===== config.mk =====
export PLATFORM = sky130hd
export DESIGN_NAME = hazard_scoreboard
export DESIGN_NICKNAME = d
export VERILOG_FILES = /design/src/rtl/hazard_scoreboard.sv
export SDC_FILE = /design/constraint.sdc
export NUM_CORES = 1
export LEC_CHECK = 0
export ABC_AREA = 1
export BUFFER_PORTS_ARGS = -buffer_cell sky130_fd_sc_hd__buf_2
export CORE_MARGIN = 4
export CORE_UTILIZATION = 40
export DETAILED_ROUTE_END_ITERATION = 8
export SLEW_MARGIN = 10
export SYNTH_ARGS = -nofsm -noshare
export SYNTH_HDL_FRONTEND = slang
export SYNTH_SLANG_ARGS = --single-unit
export TNS_END_PERCENT = 100

===== constraint.sdc =====
create_clock -name clk -period 5.4 [get_ports clk]
set_clock_uncertainty 0.2 [all_clocks]
set_input_delay 0.81 -clock clk [delete_from_list [all_inputs] [get_ports clk]]
set_output_delay 0.81 -clock clk [all_outputs]
set_load 0.02 [all_outputs]

===== src/rtl/hazard_scoreboard.sv =====
// ID-stage hazard unit with an internal scoreboard of in-flight destinations and a stall counter.
// Build option: define HAZARD_FORWARDING_EN to stall only on load-use and forward all other matches.
module hazard_scoreboard #(
    parameter int ADDR_W = 4,
    parameter int DEPTH  = 2,
    parameter int FWD_W  = $clog2(DEPTH + 1),
    parameter int CNT_W  = 16
) (
    input  logic              clk,
    input  logic              rst_n,
    input  logic              freeze,
    input  logic              flush,
    input  logic              id_valid,
    input  logic [ADDR_W-1:0] src1,
    input  logic [ADDR_W-1:0] src2,
    input  logic              two_src,
    input  logic              hazard_ignore,
    input  logic [ADDR_W-1:0] id_dest,
    input  logic              id_wb_en,
    input  logic              id_mem_read,
    input  logic              stall_clr,
    output logic              hazard,
    output logic [FWD_W-1:0]  fwd_sel1,
    output logic [FWD_W-1:0]  fwd_sel2,
    output logic [CNT_W-1:0]  stall_count
);

    // Only the EXE entry ever needs its load flag, so older entries do not carry one.
    logic [DEPTH-1:0]  valid_r;
    logic [DEPTH-1:0]  wb_en_r;
    logic [ADDR_W-1:0] dest_r [DEPTH];
    logic              mem0_r;
    logic [CNT_W-1:0]  stall_count_r;

    logic [DEPTH-1:0]  match1_s;
    logic [DEPTH-1:0]  match2_s;
    logic              use1_s;
    logic              use2_s;
    logic              load_use_s;
    logic              hazard_s;
    logic              bubble_s;
    logic [FWD_W-1:0]  sel1_s;
    logic [FWD_W-1:0]  sel2_s;

    // Source/scoreboard comparison, hazard decision and forward selection.
    always_comb begin
        use1_s   = id_valid & ~hazard_ignore;
        use2_s   = use1_s & two_src;
        match1_s = {DEPTH{1'b0}};
        match2_s = {DEPTH{1'b0}};
        for (int k = 0; k < DEPTH; k++) begin
            match1_s[k] = use1_s & valid_r[k] & wb_en_r[k] & (dest_r[k] == src1);
            match2_s[k] = use2_s & valid_r[k] & wb_en_r[k] & (dest_r[k] == src2);
        end
        load_use_s = (match1_s[0] | match2_s[0]) & mem0_r;
`ifdef HAZARD_FORWARDING_EN
        hazard_s = load_use_s;
        sel1_s   = {FWD_W{1'b0}};
        sel2_s   = {FWD_W{1'b0}};
        // Scan oldest to youngest so the youngest match overwrites.
        for (int k = DEPTH - 1; k >= 0; k--) begin
            sel1_s = match1_s[k] ? FWD_W'(k + 1) : sel1_s;
            sel2_s = match2_s[k] ? FWD_W'(k + 1) : sel2_s;
        end
`else
        // A load-use match is a subset of "any match"; OR-ing it in changes nothing.
        hazard_s = (|match1_s) | (|match2_s) | load_use_s;
        sel1_s   = {FWD_W{1'b0}};
        sel2_s   = {FWD_W{1'b0}};
`endif
        bubble_s = hazard_s | flush | ~id_valid;
    end

    assign hazard      = hazard_s;
    assign fwd_sel1    = sel1_s;
    assign fwd_sel2    = sel2_s;
    assign stall_count = stall_count_r;

    // Scoreboard shift: one stage per unfrozen cycle, bubble when ID does not advance.
    always_ff @(posedge clk or negedge rst_n) begin
        if (!rst_n) begin
            valid_r <= {DEPTH{1'b0}};
            wb_en_r <= {DEPTH{1'b0}};
            mem0_r  <= 1'b0;
            for (int k = 0; k < DEPTH; k++) begin
                dest_r[k] <= {ADDR_W{1'b0}};
            end
        end else if (!freeze) begin
            for (int k = 1; k < DEPTH; k++) begin
                valid_r[k] <= valid_r[k-1];
                wb_en_r[k] <= wb_en_r[k-1];
                dest_r[k]  <= dest_r[k-1];
            end
            valid_r[0] <= ~bubble_s;
            wb_en_r[0] <= ~bubble_s & id_wb_en;
            dest_r[0]  <= bubble_s ? {ADDR_W{1'b0}} : id_dest;
            mem0_r     <= ~bubble_s & id_mem_read;
        end
    end

    // Saturating stall-cycle counter; a clear always wins.
    always_ff @(posedge clk or negedge rst_n) begin
        if (!rst_n) begin
            stall_count_r <= {CNT_W{1'b0}};
        end else if (stall_clr) begin
            stall_count_r <= {CNT_W{1'b0}};
        end else if (hazard_s & ~freeze & ~(&stall_count_r)) begin
            stall_count_r <= stall_count_r + {{(CNT_W-1){1'b0}}, 1'b1};
        end
    end

endmodule


==> key figures <==
Timing
  • Min Hold Slack: 0.314 ns
  • Final Hold Viols: 0
  • Slew headroom: 0.295
  • Slew Limit Fails: 0
  • Fin Setup TNS: 0 ns
  • Tmin final: 2.87 ns
  • Final Cycle Share: 0.531
  • Fmax: 0.349 GHz
  • Worst-Margin Slew: 1.06 ns
  • Final setup viols: 0
  • RSZ-0062 raised after global routing: false

Layout
  • Layout cells sized above 1: 0.216
  • Reg area: 701 um2
  • Antenna fix cells: 0
  • Final Cell Area: 0.00224 mm2
  • Final nets: 343
  • Most common cell after layout, fill and taps aside: nand2_1
  • Fillers: 521
  • Most frequent cells in the layout: nand2_1 (100), buf_2 (37), inv_1 (28), dfrtp_1 (28), nor2_1 (27)
  • Layout Utilization: 0.471
  • Finished Layout Cells: 386
  • Area delta synth->final: 12.7%
  • Area occupied by multi-input gates: 0.00106 mm2

Critical path
  • Data required, critical path: 4.39 ns
  • Register-to-register setup slack: 3.36 ns
  • Crit-path max cell delay: 0.23 ns
  • CP most frequent cell: nor2_1
  • Crit start category: input pin
  • CP endpoint kind: primary output
  • CP Class: in2out
  • Slowest stage cell, crit path: nand2_4
  • Max FO, Critical Path: 19
  • Critical Path, Cell by Cell: buf_2, inv_2, nor2_1, nand2_1, inv_1, nand2_1, nor2_1, nor2_1, nand2_4, buf_2
  • Worst Path Arrival: 1.86 ns

Route
  • Wire length after detailed routing: 4510 um
  • Drc violations: 0
  • 1st-pass router iterations: 4
  • Routed Antenna Nets: 0
  • Vias per cell: 4.68
  • Vias post-DR: 1808
  • First DRT Iteration DRCs: 83
  • Routed length per placed instance: 11.7 um

Global route
  • Gr usage total: 0.156
  • Initial antenna violation count: 0
  • Vias in the first global route: 1741
  • First-pass GRT wire length: 7860 um
  • Met2 Use GR: 0.282
  • Residual overflow from global routing: 0
  • Met3 usage: 0.0287
  • Busiest grt layer: met2
  • Largest net degree at the start of global routing: 33
  • GRT met1 Usage: 0.193

Floorplan
  • Starting Density: 0.417
  • Die X: 78.4 um
  • Die area: 0.00615 mm2
  • Core footprint: 0.00475 mm2
  • Std cell rows: 25
  • Die Span Y: 78.4 um
  • Top Ports: 43

Pwr
  • Leakage dissipation: 0.00127 uW
  • Pwr/cell area: 180 mW/mm2
  • Maximum VDD drop: 112 uV

CTS
  • CTS tree: done
  • Clock root buffer: clkbuf_8
  • # resized after CTS: 0
  • Worst skew pair latency: 0.28 ns
  • Post CTS Setup Buffer Count: 0
  • H-tree depth: 1
  • Clock buffer depth: 2
  • Hold_buf cts: 0
  • Clock-pin slew on the worst setup and hold paths: 0.10 ns
  • Num CTS Buffers: 3
  • Clock sinks: 28

Hold path
  • Tightest Hold Check Type: reg2reg

Placed design
  • Post-place instance area: 0.00218 mm2
  • Dpl cells: 382
  • I/O Buffers: 37
  • Placer's final routability congestion estimate: 0.780
  • DPL Wire Length: 3340 um

Logic synthesis
  • Seq/Total Area, Yosys: 0.353
  • Gate Count Post-Synth: 287
  • Avg Cell Area, Syn: 6.91 um2
  • Synth warn: 0
  • Post-synth cell types: 26
  • Mapped Area: 0.00198 mm2
  • #FFs+latches synth: 28

Flow run
  • MaxCap Viol Count: 0

Run status
  • Run status: finished, final reports clean
final timing paths:
path	endpoint	depth (start not counted)	startpoint
setup / recovery	hazard	10	id_valid
hold / removal	valid_r[1]	2	valid_r[1]
setup reg to reg	stall_count[2]	11	stall_count[0]
hold reg to reg	valid_r[1]	2	valid_r[1]
max in group asynchronous	stall_count[7]	1	rst_n
min in group asynchronous	dest_r[3]	1	rst_n
cell families after synthesis:
logic type | after synthesis | synth area share
compound gates | 6 | 0.0151
xor+xnor | 14 | 0.0618
fa+ha+maj | 1 | 0.00630
buf+inv | 51 | 0.117
flops | 28 | 0.353
other cells | 1 | 0.00189
simple gates | 186 | 0.445
metal layers:
metal | vias up | part of all wire
met5 | - | 0
met4 | 0 | 0.0064
met3 | 2 | 0.043
met2 | 34 | 0.48
met1 | 813 | 0.47
li1 | 959 | -
sequential cells by signal, summed over array words and instances, names as in the netlist:
name / cells
stall_count: 16
valid_r: 2
dest_r: 8
wb_en_r: 2
synth_stat cells:
master	instances	area [um2]
nand3_1	21	105
inv_1	28	105
clkbuf_1	2	7.51
buf_1	2	7.51
xnor2_1	2	17.5
nor2_1	27	101
buf_2	2	10.0
inv_2	10	37.5
buf_12	1	20.0
inv_4	1	6.26
nand2_8	1	20.0
nand3_2	11	110
dfrtp_1	28	701
conb_1	1	3.75
nand2_1	100	375
nand4_1	20	125
buf_4	5	37.5
xor2_1	12	105
nor2_4	1	11.3
nand2_2	2	12.5
o21ai_1	1	5.00
nor3_1	1	5.00
ha_1	1	12.5
nand2_4	1	11.3
o21ai_0	5	25.0
nor2_2	1	6.26
critical path, delay by kind of cell:
kind	cells	cell delay, ns
and+or+nand+nor	6	0.62
buffers and inverters	4	0.43
area by class of cell:
class,count,share of cell area
inverter,39,0.0666
sequential,28,0.313
clock buffer,4,0.0246
timing repair buffer,37,0.0828
tap,67,0.0375
multi-input combinational,211,0.475
power by group:
part	internal [uW]	switching, uW
Sequential	215	6.12
Combinational	15.8	33.4
Clock	65.3	67.2
Total	297	107
metrics by stage:
| step | total power [uW] | setup slack (ns) |
|---|---|---|
| finish | 403 | 2.53 |
| CTS | 410 | 2.52 |
| global route | 427 | 2.42 |
| detailed placement | 276 | 2.52 |
| global placement | 275 | 2.53 |
| floorplan | 258 | 2.81 |
Note: power is estimated with default switching activity, not from simulation.
